File: config.mk
export PLATFORM = sky130hd
export DESIGN_NAME = best_root_ctrl
export DESIGN_NICKNAME = d
export VERILOG_FILES = /design/src/rtl/best_root_ctrl.sv
export SDC_FILE = /design/constraint.sdc
export NUM_CORES = 1
export LEC_CHECK = 0
export BUFFER_PORTS_ARGS = -buffer_cell sky130_fd_sc_hd__clkbuf_2
export CORE_ASPECT_RATIO = 1.1
export CORE_MARGIN = 8
export CORE_UTILIZATION = 31
export CTS_BUF_LIST = sky130_fd_sc_hd__clkbuf_2
export CTS_CLUSTER_SIZE = 16
export DETAILED_ROUTE_END_ITERATION = 8
export SLEW_MARGIN = 10
export SYNTH_ARGS = -nofsm -noshare
export SYNTH_HDL_FRONTEND = slang
export SYNTH_SLANG_ARGS = --single-unit
File: constraint.sdc
create_clock -name clk -period 2.75 [get_ports clk]
set_input_delay 0.275 -clock clk [delete_from_list [all_inputs] [get_ports clk]]
set_output_delay 0.275 -clock clk [all_outputs]
set_load 0.01 [all_outputs]
File: src/rtl/best_root_ctrl.sv
// Training-loop controller: tracks least valid error, snapshots weights on improvement.
// Optional BEST_ROOT_PATIENCE_EN adds a no-improvement patience stop.
module best_root_ctrl #(
  parameter int ELEMENT_WIDTH = 32,
  parameter int EXTRA         = 2,
  parameter int NUM_UNKNOWNS  = 2,
  parameter int ADDR_W        = 4,
  parameter int ITER_W        = 16,
  parameter int MAX_ITER      = 1000
`ifdef BEST_ROOT_PATIENCE_EN
  ,
  parameter int PATIENCE      = 64
`endif
) (
  input  logic                          clk,
  input  logic                          rst,
  input  logic                          start,
  input  logic                          abort,
  input  logic [ELEMENT_WIDTH+EXTRA-1:0] tol,
  input  logic                          err_valid,
  input  logic [ELEMENT_WIDTH+EXTRA-1:0] current_err,
  output logic [ADDR_W-1:0]             src_rd_addr,
  input  logic [ELEMENT_WIDTH-1:0]      src_rd_data,
  output logic                          best_wr_en,
  output logic [ADDR_W-1:0]             best_wr_addr,
  output logic [ELEMENT_WIDTH-1:0]      best_wr_data,
  output logic                          stall_train,
  output logic [ELEMENT_WIDTH+EXTRA-1:0] best_error,
  output logic                          best_valid,
  output logic [ITER_W-1:0]             iter_count,
  output logic                          busy,
  output logic                          done,
  output logic                          converged
);

  localparam int EW = ELEMENT_WIDTH + EXTRA;
  localparam logic [ADDR_W-1:0] LAST_K = ADDR_W'(NUM_UNKNOWNS - 1);
  localparam logic [ITER_W-1:0] MAX_V  = ITER_W'(MAX_ITER);

  typedef enum logic [2:0] {
    S_IDLE,
    S_WAIT,
    S_COPY,
    S_CHECK,
    S_DONE
  } state_t;

  state_t state_q, state_d;

  logic [ADDR_W-1:0] k_q;
  logic [ITER_W-1:0] iter_q;
  logic [EW-1:0]     best_q;
  logic              bv_q;
  logic              conv_q;
  logic              cand;
  logic              tol_hit;
  logic              pat_hit;

  assign cand = !current_err[ELEMENT_WIDTH-1] &&
                (!bv_q || current_err < best_q);
  assign tol_hit = bv_q && (best_q <= tol);

`ifdef BEST_ROOT_PATIENCE_EN
  localparam logic [ITER_W-1:0] PAT_V = ITER_W'(PATIENCE);
  logic [ITER_W-1:0] pat_q;
  assign pat_hit = (pat_q == PAT_V);
`else
  assign pat_hit = 1'b0;
`endif

  always_ff @(posedge clk or posedge rst) begin
    if (rst) begin
      state_q <= S_IDLE;
    end else begin
      state_q <= state_d;
    end
  end

  always_comb begin
    state_d = state_q;
    unique case (state_q)
      S_IDLE,
      S_DONE: begin
        if (start) state_d = S_WAIT;
      end
      S_WAIT: begin
        if (err_valid) state_d = cand ? S_COPY : S_CHECK;
      end
      S_COPY: begin
        if (k_q == LAST_K) state_d = S_CHECK;
      end
      S_CHECK: begin
        if (tol_hit)              state_d = S_DONE;
        else if (pat_hit)         state_d = S_DONE;
        else if (iter_q == MAX_V) state_d = S_DONE;
        else                      state_d = S_WAIT;
      end
      default: state_d = S_IDLE;
    endcase
    if (abort) state_d = S_IDLE;
  end

  // Run state holds across abort; only a fresh start clears it.
  always_ff @(posedge clk or posedge rst) begin
    if (rst) begin
      k_q    <= '0;
      iter_q <= '0;
      best_q <= '0;
      bv_q   <= 1'b0;
      conv_q <= 1'b0;
    end else if (!abort) begin
      unique case (state_q)
        S_IDLE,
        S_DONE: begin
          if (start) begin
            iter_q <= '0;
            best_q <= '0;
            bv_q   <= 1'b0;
            conv_q <= 1'b0;
          end
        end
        S_WAIT: begin
          if (err_valid) begin
            iter_q <= iter_q + 1'b1;
            if (cand) begin
              best_q <= current_err;
              bv_q   <= 1'b1;
              k_q    <= '0;
            end
          end
        end
        S_COPY: begin
          k_q <= k_q + 1'b1;
        end
        S_CHECK: begin
          if (tol_hit) conv_q <= 1'b1;
        end
        default: ;
      endcase
    end
  end

`ifdef BEST_ROOT_PATIENCE_EN
  always_ff @(posedge clk or posedge rst) begin
    if (rst) begin
      pat_q <= '0;
    end else if (!abort) begin
      if ((state_q == S_IDLE || state_q == S_DONE) && start) begin
        pat_q <= '0;
      end else if (state_q == S_WAIT && err_valid) begin
        pat_q <= cand ? '0 : pat_q + 1'b1;
      end
    end
  end
`endif

  assign best_wr_en   = (state_q == S_COPY);
  assign best_wr_addr = best_wr_en ? k_q : '0;
  assign src_rd_addr  = best_wr_addr;
  assign best_wr_data = src_rd_data;
  assign stall_train  = (state_q == S_COPY) || (state_q == S_CHECK);
  assign busy         = (state_q != S_IDLE) && (state_q != S_DONE);
  assign done         = (state_q == S_DONE);
  assign best_error   = best_q;
  assign best_valid   = bv_q;
  assign iter_count   = iter_q;
  assign converged    = conv_q;

endmodule

After elaboration in Yosys (flattened, before gate mapping)
Cells that the tools add are included.
- register bits after elaboration: 59
- input bits: 105
- output and inout bits: 96
- add/subtract/negate cells: 2
- $lt $le $gt $ge: 2
- equality and inequality tests: 14
- muxes and demuxes: 25
- bitwise operators: 1
- reduce and logical (&&, ||, !) cells: 18
- operator list (kind ; count):
    34-bit two-way mux ; 3
    34-bit one-hot mux with 2 select lines ; 1
    34-bit less-or-equal comparator ; 1
    34-bit < comparator ; 1
    16-bit two-way mux ; 2
    16-bit one-hot mux with 2 select lines ; 1
    3-bit two-way mux ; 6
    16-bit by 1-bit adder with 16-bit output (second input constant) ; 1
    16-bit by 10-bit == test with 1-bit output (second input constant) ; 1
    4-bit two-way mux ; 3
    3-bit one-hot mux with 4 select lines ; 1
    4-bit AND reduction ; 3
    3-bit != test (second input constant) ; 3
    2-bit != test (second input constant) ; 4
    4-bit one-hot mux with 2 select lines ; 1
    3-bit by 2-bit == test with 1-bit output (second input constant) ; 2
    2-bit nonzero test ; 3
    1-bit two-way mux ; 5
    5-bit AND reduction ; 1
    4-bit by 1-bit adder with 4-bit output (second input constant) ; 1
    4-bit by 1-bit == test with 1-bit output (second input constant) ; 1
    1-bit one-hot mux with 2 select lines ; 2
    3-bit by 1-bit == test with 1-bit output (second input constant) ; 1
    3-bit == test (second input constant) ; 1
    other kinds (9) ; 13

Logic depth before layout (Yosys ltp)
Gate-level depths: netlist (run 1).
- depth after elaboration: 7
- mapped depth: 12
- gate-level depth less buffers: 10

Worst setup path before layout (run 1)
Ideal clock, no wire load.
- path type: register to register
- start point: register best_q[9] (netlist: best_error[9])
- end point: register best_q[10] (netlist: best_error[10])
- arrival time: 2625 ps
- required time: 2684 ps
- setup slack: 60 ps
- cell stages (with the launch flop): 11
- clock period less this slack: 2690 ps
- path through: dfrtp_1 inv_1 ha_1 nand4_1 or4_4 a211oi_2 o21bai_1 a21o_1 o41ai_4 buf_6 a22o_1
- word-level cells in the longest chain between the ends: 5
- RTL lines (what ; line ; source):
    from (decl) ; 52 ; logic [EW-1:0] best_q;
    from (signal assigned) ; 126 ; best_q <= current_err;
    34-bit < comparator ; 60 ; (!bv_q || current_err < best_q);
    1-bit logical OR ; 60 ;
    1-bit logical AND ; 59 ; assign cand = !current_err[ELEMENT_WIDTH-1] &&
    2-bit != test (no line) ; n/a ;
    5-bit AND reduction (no line) ; n/a ;
No other way between the ends.
A chain may end at the register's enable or synchronous reset.

Final worst setup path (run 1)
- start point: input current_err[8]
- end point: register best_q[20] (netlist: best_error[20])
- word-level cells in the longest chain between the ends: 5
- RTL lines (what ; line ; source):
    from (decl) ; 21 ; input logic [ELEMENT_WIDTH+EXTRA-1:0] current_err,
    34-bit < comparator ; 60 ;
    1-bit logical OR ; 60 ;
    1-bit logical AND ; 59 ;
    2-bit != test (no line) ; n/a ;
    5-bit AND reduction (no line) ; n/a ;
No other way between the ends.

==> results_dict.tcl, run 1 <==
set metrics [dict create \
    status "finished with violations" \
    violations "negative setup slack" \
    cp.arrival_ps 3230 \
    min_path_type "in -> reg" \
    dpl.cell_count 807 \
    antenna_found_initial 3 \
    drt_iter0_drc 178 \
    drt-total-wl_um 14300 \
    cts-root-buf "clkbuf_2" \
    placementRows 46 \
    ys.flop_type "dfrtp_1" \
    power_density_nw_per_um2 459 \
    finalSetupViolations 34 \
    crit_slowest_cell "or4_4" \
    reg2reg_depth 11 \
    finalClockSkew_ps 16.1 \
    critPathLaunchType "input port" \
    grt_use_met3_pct 4.99 \
    worst_pin_slew_ps 789 \
    post-route-period-util_pct 102 \
    hold_viol 0 \
    path_max_fanout 6 \
    numCtsBuffers 9 \
    synth_cell_types 51 \
    ys_ff_latch 59 \
    clock_path_buffers 2 \
    cts_tree "built" \
    finalPower_uw 2770 \
    postRouteAntennaNets 0 \
    start_util_pct 31.7 \
    h-tree-depth 3 \
    drt_pass1_iterations 4 \
    avgViaCountPerCell 4.88 \
    critPathKind "in -> reg" \
    async_flop_share_pct 100 \
    grt_max_degree 60 \
    dp_hpwl_um 11000 \
    cts.sinks 59 \
    io_pins 201 \
    syn-num-nets 675 \
    fin_ws_ps -53.3 \
    overflow 0 \
    cp-end-kind "register" \
    final_common_cell "clkbuf_2" \
    rsz0062_at_grt "true" \
    ir_drop_v 0.000154 \
    drc 0 \
    power_leakage_uw 0.00324 \
    relSlewSlack_pct 47.4 \
    mostFrequentLayoutCells "clkbuf_2, inv_1, ha_1" \
    grtUsageMet2_pct 26.1 \
    grt-busiest-layer "met2" \
    nets 846 \
    met1_usage_pct 16.6 \
    place_congestion 0.791 \
    drive_above_1_share_pct 31.0 \
    die-area_um2 18900 \
    design_area_um2 6040 \
    grt_pass1_wl_um 22800 \
    final_cell_count_no_fill 869 \
    synth.avg_cell_area_um2 9.17 \
    area_growth_pct 32.0 \
    clock.fmax_ghz 0.357 \
    path_cells "dlygate4sd3_1 > clkbuf_2 > ha_1 > nand4_1 > or4_4 > a211oi_4 > o21bai_1 > a21o_1 > o41ai_4 > buf_6 > clkbuf_16 > a22o_1" \
    clk_latency_ps 490 \
    synth_cells 499 \
    numPortBuffers 136 \
    die_w_um 132 \
    tns_ps -958 \
    maxCapViolCount 0 \
    detail_route.wl_per_cell_um 16.5 \
    max_stage_delay_ps 550 \
    synth_edf_count 0 \
    placed_area_um2 5400 \
    path_clk_slew_ps 170 \
    synth_warnings 0 \
    layout_min_cycle_time_ps 2800 \
    syn_area_um2 4580 \
    drv_slew 0 \
    min_path_cells 2 \
    die_h_um 143 \
    cp.required_ps 3180 \
    core_um2 14400 \
    grt_usage_pct 15.0 \
    grt_pass1_vias 4526 \
    vias 4242 \
    ys_seq_area_share_pct 32.3 \
]
## kinds of logic (layout without fill, tap and decap cells)
kind of cell             count (synthesis)  in the layout  share of synthesized area (%)
buffers and inverters                  128            304                           14.1
AND/OR/NAND/NOR                        115            115                           13.7
AO/OA/AOI/OAI                          111            111                           17.7
adder cells (fa/ha/maj)                 71             71                           19.4
flip-flops                              59             59                           32.3
XOR/XNOR                                13             13                           2.49
multiplexers                             2              2                          0.438
other                                    0              2                              0
## cells in the mapped netlist, types with 5 or more instances
library cell  count  share of area [%]
buf_4            36                5.9
xor2_1           11                2.1
nand3_1           9               0.98
inv_1            78                6.4
and3_1            5               0.68
and2_1            5               0.68
a21o_1           14                2.3
nand2_1          22                1.8
dfrtp_1          59                 32
a22o_1           33                6.3
o21ai_1           6               0.66
ha_1             71                 19
nand4_1          18                2.5
o21ai_0          10                1.1
a21oi_1          26                2.8
nor2_1           27                2.2
## per-stage QoR
step,util (%),setup slack (ps),hold WS (ps)
global route,41.8,-179,2.12
global placement,37.4,-2.87,498
floorplan,-,59.5,366
CTS,41.1,-3.78,3.30
detailed placement,37.4,-59.7,511
finish,41.8,-53.3,60.0
## routing by layer
layer / part of all wire (%) / vias up / routed length (µm)
met1: 42 / 1996 / 6000
li1: - / 2068 / -
met3: 6.8 / 37 / 976
met4: 2.4 / 2 / 350
met5: 0.091 / - / 13
met2: 49 / 139 / 6980
## state kept, by name, summed over array words and instances, names as in the netlist
register,count
converged,1
state_q,3
k_q,4
iter_count,16
best_error,34
best_valid,1
## worst max-delay path, delay by kind of cell
kind            cells  cell delay [ps]
simple gates        2              660
compound gates      5              970
fa+ha+maj           1              290
buf+inv             4             1040
## layout make-up
class / instances / area, µm²
fillers: 1421 / 8410
multi-input cells: 312 / 2540
flip-flops and latches: 59 / 1480
repair buffers: 208 / 1400
inverters: 80 / 300
well taps: 192 / 240
clock buffers: 12 / 60.1
clock inverters: 4 / 17.5
diodes: 2 / 5.00
## report_power, final
part / switching [µW] / total (µW) / internal [µW]
sequential: 115 / 1090 / 971
clock: 322 / 445 / 122
combinational: 630 / 1240 / 610
total: 1070 / 2770 / 1700
## worst paths after layout
kind,start,to,slack (ps)
max in group asynchronous,rst,best_error[19]$_DFFE_PP0P_,1700
worst max register to register,best_error[7]$_DFFE_PP0P_,best_error[20]$_DFFE_PP0P_,-20
worst min-delay path,current_err[3],best_error[3]$_DFFE_PP0P_,60
worst max-delay path,current_err[8],best_error[20]$_DFFE_PP0P_,-50
worst min register to register,converged$_DFFE_PP0P_,converged$_DFFE_PP0P_,550
min in group asynchronous,rst,best_error[32]$_DFFE_PP0P_,520
## what timing repair did
| action | CTS | global route |
|---|---|---|
| resized for setup | 13 | 7 |
| endpoints found under the hold margin | 89 | 1 |
| hold buffers | 31 | 1 |
| endpoints found under the setup margin | 39 | 39 |
| buffers inserted | 7 | 2 |
| cloned | 1 | 2 |
| pin swaps | 7 | 32 |
No activity file was read; power rests on OpenSTA's default activity.
==> run 2, diff against run 1 <==
ABC_AREA = 1   (was unset)
==> run 2 against run 1 <==
Net effect:
- the flow now finishes without violations
- critical endpoint is now best_error[8]$_DFFE_PP0P_
- routed wire length is essentially flat
- cell area barely moved
- total power up 37%
- highest routed layer is now met4
- first-iteration DRC count grew 3.4%
==> results_dict.tcl, run 2 <==
set metrics [dict create \
    status "completed" \
    nets 988 \
    ys_ff_latch 59 \
    ir_drop_v 0.000252 \
    cp.arrival_ps 2680 \
    syn-num-nets 845 \
    place_congestion 0.824 \
    power_leakage_uw 0.00328 \
    hold_viol 0 \
    layout_min_cycle_time_ps 2260 \
    placementRows 48 \
    finalPower_uw 3810 \
    synthTopCellsByArea "dfrtp_1, ha_1, nand2_1" \
    synth_edf_count 0 \
    synth.avg_cell_area_um2 7.34 \
    clkPwrFrac_pct 14.9 \
    dp_hpwl_um 11100 \
    cp-startpoint "best_error[17]$_DFFE_PP0P_" \
    final_util_pct 38.7 \
    grt_pass1_wl_um 23100 \
    cp-end-kind "register" \
    final_common_cell "clkbuf_2" \
    clk_latency_ps 560 \
    post-route-period-util_pct 82.1 \
    antenna_found_initial 1 \
    p_seq_share_pct 34.8 \
    detail_route.wl_per_cell_um 14.1 \
    cp.required_ps 3170 \
    tns_ps 0 \
    grt_pass1_vias 4739 \
    r2r_start "best_error[17]$_DFFE_PP0P_" \
    overflow 0 \
    postCtsSetupBuffers 0 \
    final_cell_count_no_fill 1018 \
    cts.sinks 59 \
    power_density_nw_per_um2 630 \
    drv_slew 0 \
    synth_warnings 0 \
    ys.flop_type "dfrtp_1" \
    rsz0062_at_grt "false" \
    cts-root-buf "clkbuf_2" \
    min_from "start" \
    synth_cell_types 33 \
    syn_area_um2 4910 \
    dpl.cell_count 964 \
    internal_power_uw 2030 \
    clock_path_buffers 2 \
    io_pins 201 \
    cts_tree "built" \
    drt_pass1_iterations 4 \
    die_w_um 136 \
    path_cells "inv_1 > ha_1 > a21oi_1 > o21ai_0 > nor2_1 > nand2_1 > nand2_1 > nand2_1 > nand2_4 > nand2_4 > a21oi_4 > buf_4 > o21ai_0" \
    h-tree-depth 3 \
    vias 4656 \
    core_um2 15600 \
    drt_iter0_drc 184 \
    synth_cells 669 \
    synth_most_common_cell "nand2_1" \
    p_sw_share_pct 46.7 \
    min_path_type "in -> reg" \
    drt-total-wl_um 14300 \
    cts_hold_buf 37 \
    largest_register_ffs 34 \
    mostFrequentLayoutCells "clkbuf_2, nand2_1, inv_1" \
    grt_usage_pct 14.5 \
    numCtsBuffers 9 \
    critPathKind "reg -> reg" \
    die-area_um2 20100 \
    die_h_um 148 \
    avgViaCountPerCell 4.57 \
    ctsResizeCount 0 \
    maxCapViolCount 0 \
    fillers 1659 \
    finalClockSkew_ps 34.9 \
    critPathLaunchType "register" \
    worst_pin_slew_ps 597 \
    combPwrFrac_pct 50.3 \
    relSlewSlack_pct 60.2 \
    synthTopCellsByCount "nand2_1, inv_1, ha_1" \
    p_switching_uw 1780 \
    crit_slowest_cell "dfrtp_1" \
    ys_seq_area_share_pct 30.0 \
    path_max_fanout 28 \
    finalSetupViolations 0 \
    max_stage_delay_ps 420 \
    postRouteAntennaNets 0 \
    yosys.area.top_type "dfrtp_1" \
    clock.fmax_ghz 0.443 \
    critPathMostFrequentCell "nand2_1" \
    start_util_pct 31.5 \
    numPortBuffers 136 \
    path_clk_slew_ps 180 \
    drc 0 \
    area_growth_pct 23.0 \
    async_flop_share_pct 100 \
    drive_above_1_share_pct 21.9 \
    grt_max_degree 35 \
    synth_top_area_share_pct 30.0 \
]
==> run 2: cell count changes in the layout (fill, tap and decap cells not counted), sizes merged, moves of 9 or more <==
| cell | before | now |
|---|---|---|
| a21o | 14 | 3 |
| a21oi | 26 | 35 |
| a22o | 33 | 0 |
| buf | 38 | 5 |
| inv | 80 | 132 |
| nand2 | 22 | 145 |
| nand3 | 9 | 19 |
| nand4 | 18 | 35 |
| nor2 | 27 | 51 |
| nor3 | 1 | 11 |
| o21ai | 16 | 50 |
| xor2 | 11 | 1 |
==> run 2: metal layers <==
| layer | vias up | track usage, % | share of wire (%) |
|---|---|---|---|
| met5 | - | 0 | 0 |
| met4 | 0 | 5.28 | 1.7 |
| met3 | 16 | 3.43 | 6.5 |
| met2 | 121 | 24.6 | 48 |
| met1 | 2106 | 17.4 | 43 |
| li1 | 2413 | - | - |
==> run 2: cells by family (layout without fill, tap and decap cells) <==
group                    after synthesis  count (layout)  synth area share, %
other                                  0               1                    0
flip-flops                            59              59                 30.0
XOR/XNOR                               1               1                0.178
AND/OR/NAND/NOR                      265             265                 24.5
buffers and inverters                178             326                 16.8
adder cells (fa/ha/maj)               71              71                 18.1
AO/OA/AOI/OAI                         95              95                 10.4
==> run 2: worst paths after layout <==
check,end,slack [ps],cells past startpoint
max reg2reg,best_error[8]$_DFFE_PP0P_,490,13
min reg2reg,iter_count[7]$_DFFE_PP0P_,530,1
min in group asynchronous,best_error[19]$_DFFE_PP0P_,280,3
max,best_error[8]$_DFFE_PP0P_,490,13
min,state_q[2]$_DFFE_PP0P_,90,4
max in group asynchronous,iter_count[14]$_DFFE_PP0P_,1830,4
==> run 2: layout make-up <==
class	instances	area, µm²	area share [%]
Clock buffer	10	50.0	0.828
Antenna cell	1	2.50	0.0414
Multi-Input combinational cell	432	2610	43.2
Timing Repair Buffer	178	1100	18.2
Clock inverter	6	56.3	0.931
Inverter	132	495	8.20
Sequential cell	59	1480	24.4
Tap cell	200	250	4.14
==> run 2: worst max-delay path: cells and delay by family, from the launching register on <==
| kind | cells | cell delay (ps) |
|---|---|---|
| DFF | 1 | 420 |
| adders and majority gates | 1 | 310 |
| AOI/OAI and AO/OA | 4 | 490 |
| and+or+nand+nor | 6 | 520 |
| buffers and inverters | 2 | 400 |
==> run 2: power by group through the flow <==
stage               Sequential (µW)  Combinational [µW]  Clock [µW]
floorplan                      1370                1250           0
global placement               1340                1880           0
detailed placement             1350                1900           0
CTS                            1330                1960         593
global route                   1370                2220         633
finish                         1320                1920         569
==> run 2: metrics by stage <==
step | hold WS (ps) | cell area [µm²] | setup WS (ps)
floorplan | 350 | 4910 | 745
global placement | 368 | 5570 | 499
detailed placement | 372 | 5570 | 502
CTS | 34.1 | 6040 | 440
global route | 49.5 | 6050 | 236
finish | 94.3 | 6050 | 491
==> run 3, diff against run 2 <==
clock period = 2.3 ns   (was 2.75 ns; I/O delays follow)
==> run 3 against run 2 <==
Net effect:
- sequential power rose by 15%
- via count rose by 1.9%
- critical path depth rose by 2
- first-iteration DRC count fell by 15%
- setup slack got worse by 350 ps
- total power rose by 28%
- global-route usage fell by 0.31 points
- sequential cell count did not move
- cell area rose by 6.2%
- clock power rose by 1%
- combinational power rose by 44%
- count of clock-buffer cells in the layout did not move
- largest cell class unchanged
- highest routed layer unchanged
==> results_dict.tcl, run 3 (synthesis results as in run 2) <==
set metrics [dict create \
    wl_met2_um 7320 \
    critPathKind "reg -> reg" \
    status "completed" \
    wl_met3_um 808 \
    clock_path_buffers 2 \
    maxCapViolCount 0 \
    cts.sinks 59 \
    clk_latency_ps 550 \
    cp.required_ps 2730 \
    overflow 0 \
    dp_hpwl_um 11200 \
    cp_top_family "simple AND/OR/NAND/NOR gates" \
    clock.fmax_ghz 0.463 \
    drt_pass1_iterations 4 \
    detail_route.wl_per_cell_um 14.2 \
    finalClockSkew_ps 42.1 \
    ir_drop_v 0.000388 \
    fin_ws_ps 138 \
    io_pins 201 \
    hold_ws_ps 173 \
    path_buf_inv 3 \
    reg2reg_slack_ps 140 \
    final_common_cell "clkbuf_2" \
    antenna_found_initial 0 \
    largest_register_ffs 34 \
    finalSetupViolations 0 \
    critPathMostFrequentCell "nand2_1" \
    place_ws_ps 80.5 \
    cp-end-kind "register" \
    drt-met1-wl_um 6520 \
    hold_viol 0 \
    crit_slowest_cell "dfrtp_1" \
    drt-total-wl_um 14800 \
    post-route-period-util_pct 94.0 \
    place_congestion 0.805 \
    grt_pass1_wl_um 22600 \
    placementRows 48 \
    rsz0062_at_grt "true" \
    avgViaCountPerCell 4.55 \
    grt_max_degree 36 \
    fillers 1669 \
    die-area_um2 20100 \
    dr.max_layer_used "met4" \
    postRouteAntennaNets 0 \
    cts_tree "built" \
    grt_usage_pct 14.2 \
    path_clk_slew_ps 200 \
    cts-root-buf "clkbuf_2" \
    path_max_fanout 7 \
    drv_slew 0 \
    max_stage_delay_ps 400 \
    min_path_type "in -> reg" \
    nets 1014 \
    power_leakage_uw 0.00345 \
    die_w_um 136 \
    grt_pass1_vias 4612 \
    core_um2 15600 \
    relSlewSlack_pct 59.8 \
    numPortBuffers 136 \
    h-tree-depth 3 \
    start_util_pct 31.5 \
    drive_above_1_share_pct 27.2 \
    power_density_nw_per_um2 758 \
    drt_iter0_drc 157 \
    cp.arrival_ps 2590 \
    critPathLaunchType "register" \
    drc 0 \
    area_growth_pct 30.6 \
    layout_min_cycle_time_ps 2160 \
    worst_pin_slew_ps 602 \
    numCtsBuffers 9 \
    mostFrequentLayoutCells "clkbuf_2, nand2_1, inv_1" \
    diodes 0 \
    vias 4744 \
    die_h_um 148 \
    path_cells "inv_1 > ha_1 > a21o_1 > nor2_1 > nand2_1 > nand2_1 > nand2_2 > nor2_1 > nand2_1 > nand2_4 > nand2_4 > a21oi_4 > buf_12 > clkbuf_16 > o21ai_1" \
]
## run 3: changes by cell type in the layout (fill, tap and decap cells not counted), moves of 5 or more
| cell | before | now |
|---|---|---|
| ha_1 | 71 | 64 |
| nor2_2 | 0 | 7 |
| buf_4 | 4 | 23 |
| nor2_1 | 51 | 44 |
| inv_1 | 126 | 121 |
| o21ai_1 | 29 | 35 |
| o21ai_0 | 21 | 12 |
| ha_4 | 0 | 7 |
| inv_2 | 6 | 11 |
## run 3: path summary, 6_finish.rpt
path / startpoint / to / depth (start not counted)
min: current_err[31] / best_error[16]$_DFFE_PP0P_ / 4
min reg2reg: iter_count[7]$_DFFE_PP0P_ / iter_count[7]$_DFFE_PP0P_ / 1
max in group asynchronous: rst / k_q[1]$_DFFE_PP0P_ / 4
min in group asynchronous: rst / best_error[22]$_DFFE_PP0P_ / 3
max reg2reg: best_error[25]$_DFFE_PP0P_ / best_error[18]$_DFFE_PP0P_ / 15
max: best_error[25]$_DFFE_PP0P_ / best_error[18]$_DFFE_PP0P_ / 15
## run 3: routing by layer
| layer | up-vias | global-route usage [%] |
|---|---|---|
| met5 | - | 0 |
| met4 | 0 | 4.34 |
| met3 | 15 | 3.22 |
| met2 | 101 | 24.6 |
| met1 | 2160 | 16.9 |
| li1 | 2468 | - |
## run 3: worst min-delay path, delay by kind of cell
kind | cells | cell delay (ps)
buf+inv | 2 | 290
simple gates | 1 | 120
compound gates | 1 | 60
## run 3: timing repair
item / 4_1_cts / 5_1_grt
hold buffers: 38 / 0
buffers inserted: 0 / 14
setup endpoints to repair: 0 / 41
resized for setup: 0 / 37
hold endpoints to repair: 62 / 0
## run 3: cell type report
class / count / area, µm² / share of cell area (%)
clock inverters: 6 / 32.5 / 0.507
well taps: 200 / 250 / 3.90
inverters: 132 / 495 / 7.72
flip-flops and latches: 59 / 1480 / 23.0
repair buffers: 204 / 1370 / 21.3
multi-input cells: 432 / 2750 / 42.8
clock buffers: 10 / 50.0 / 0.780
## run 3: through the flow
stage	util, %	area [µm²]	setup TNS (ps)	cells	power (µW)
global route	41.1	6420	-654	1043	5360
floorplan	-	4910	0	669	3120
global placement	36.1	5640	0	972	3940
detailed placement	36.1	5640	0	972	3970
finish	41.1	6420	0	1043	4860
CTS	39.1	6100	0	1026	4610
## run 3: power by group
| group | switching [µW] | internal, µW | total, µW |
|---|---|---|---|
| Sequential | 228 | 1290 | 1520 |
| Clock | 437 | 137 | 575 |
| Combinational | 1590 | 1180 | 2770 |
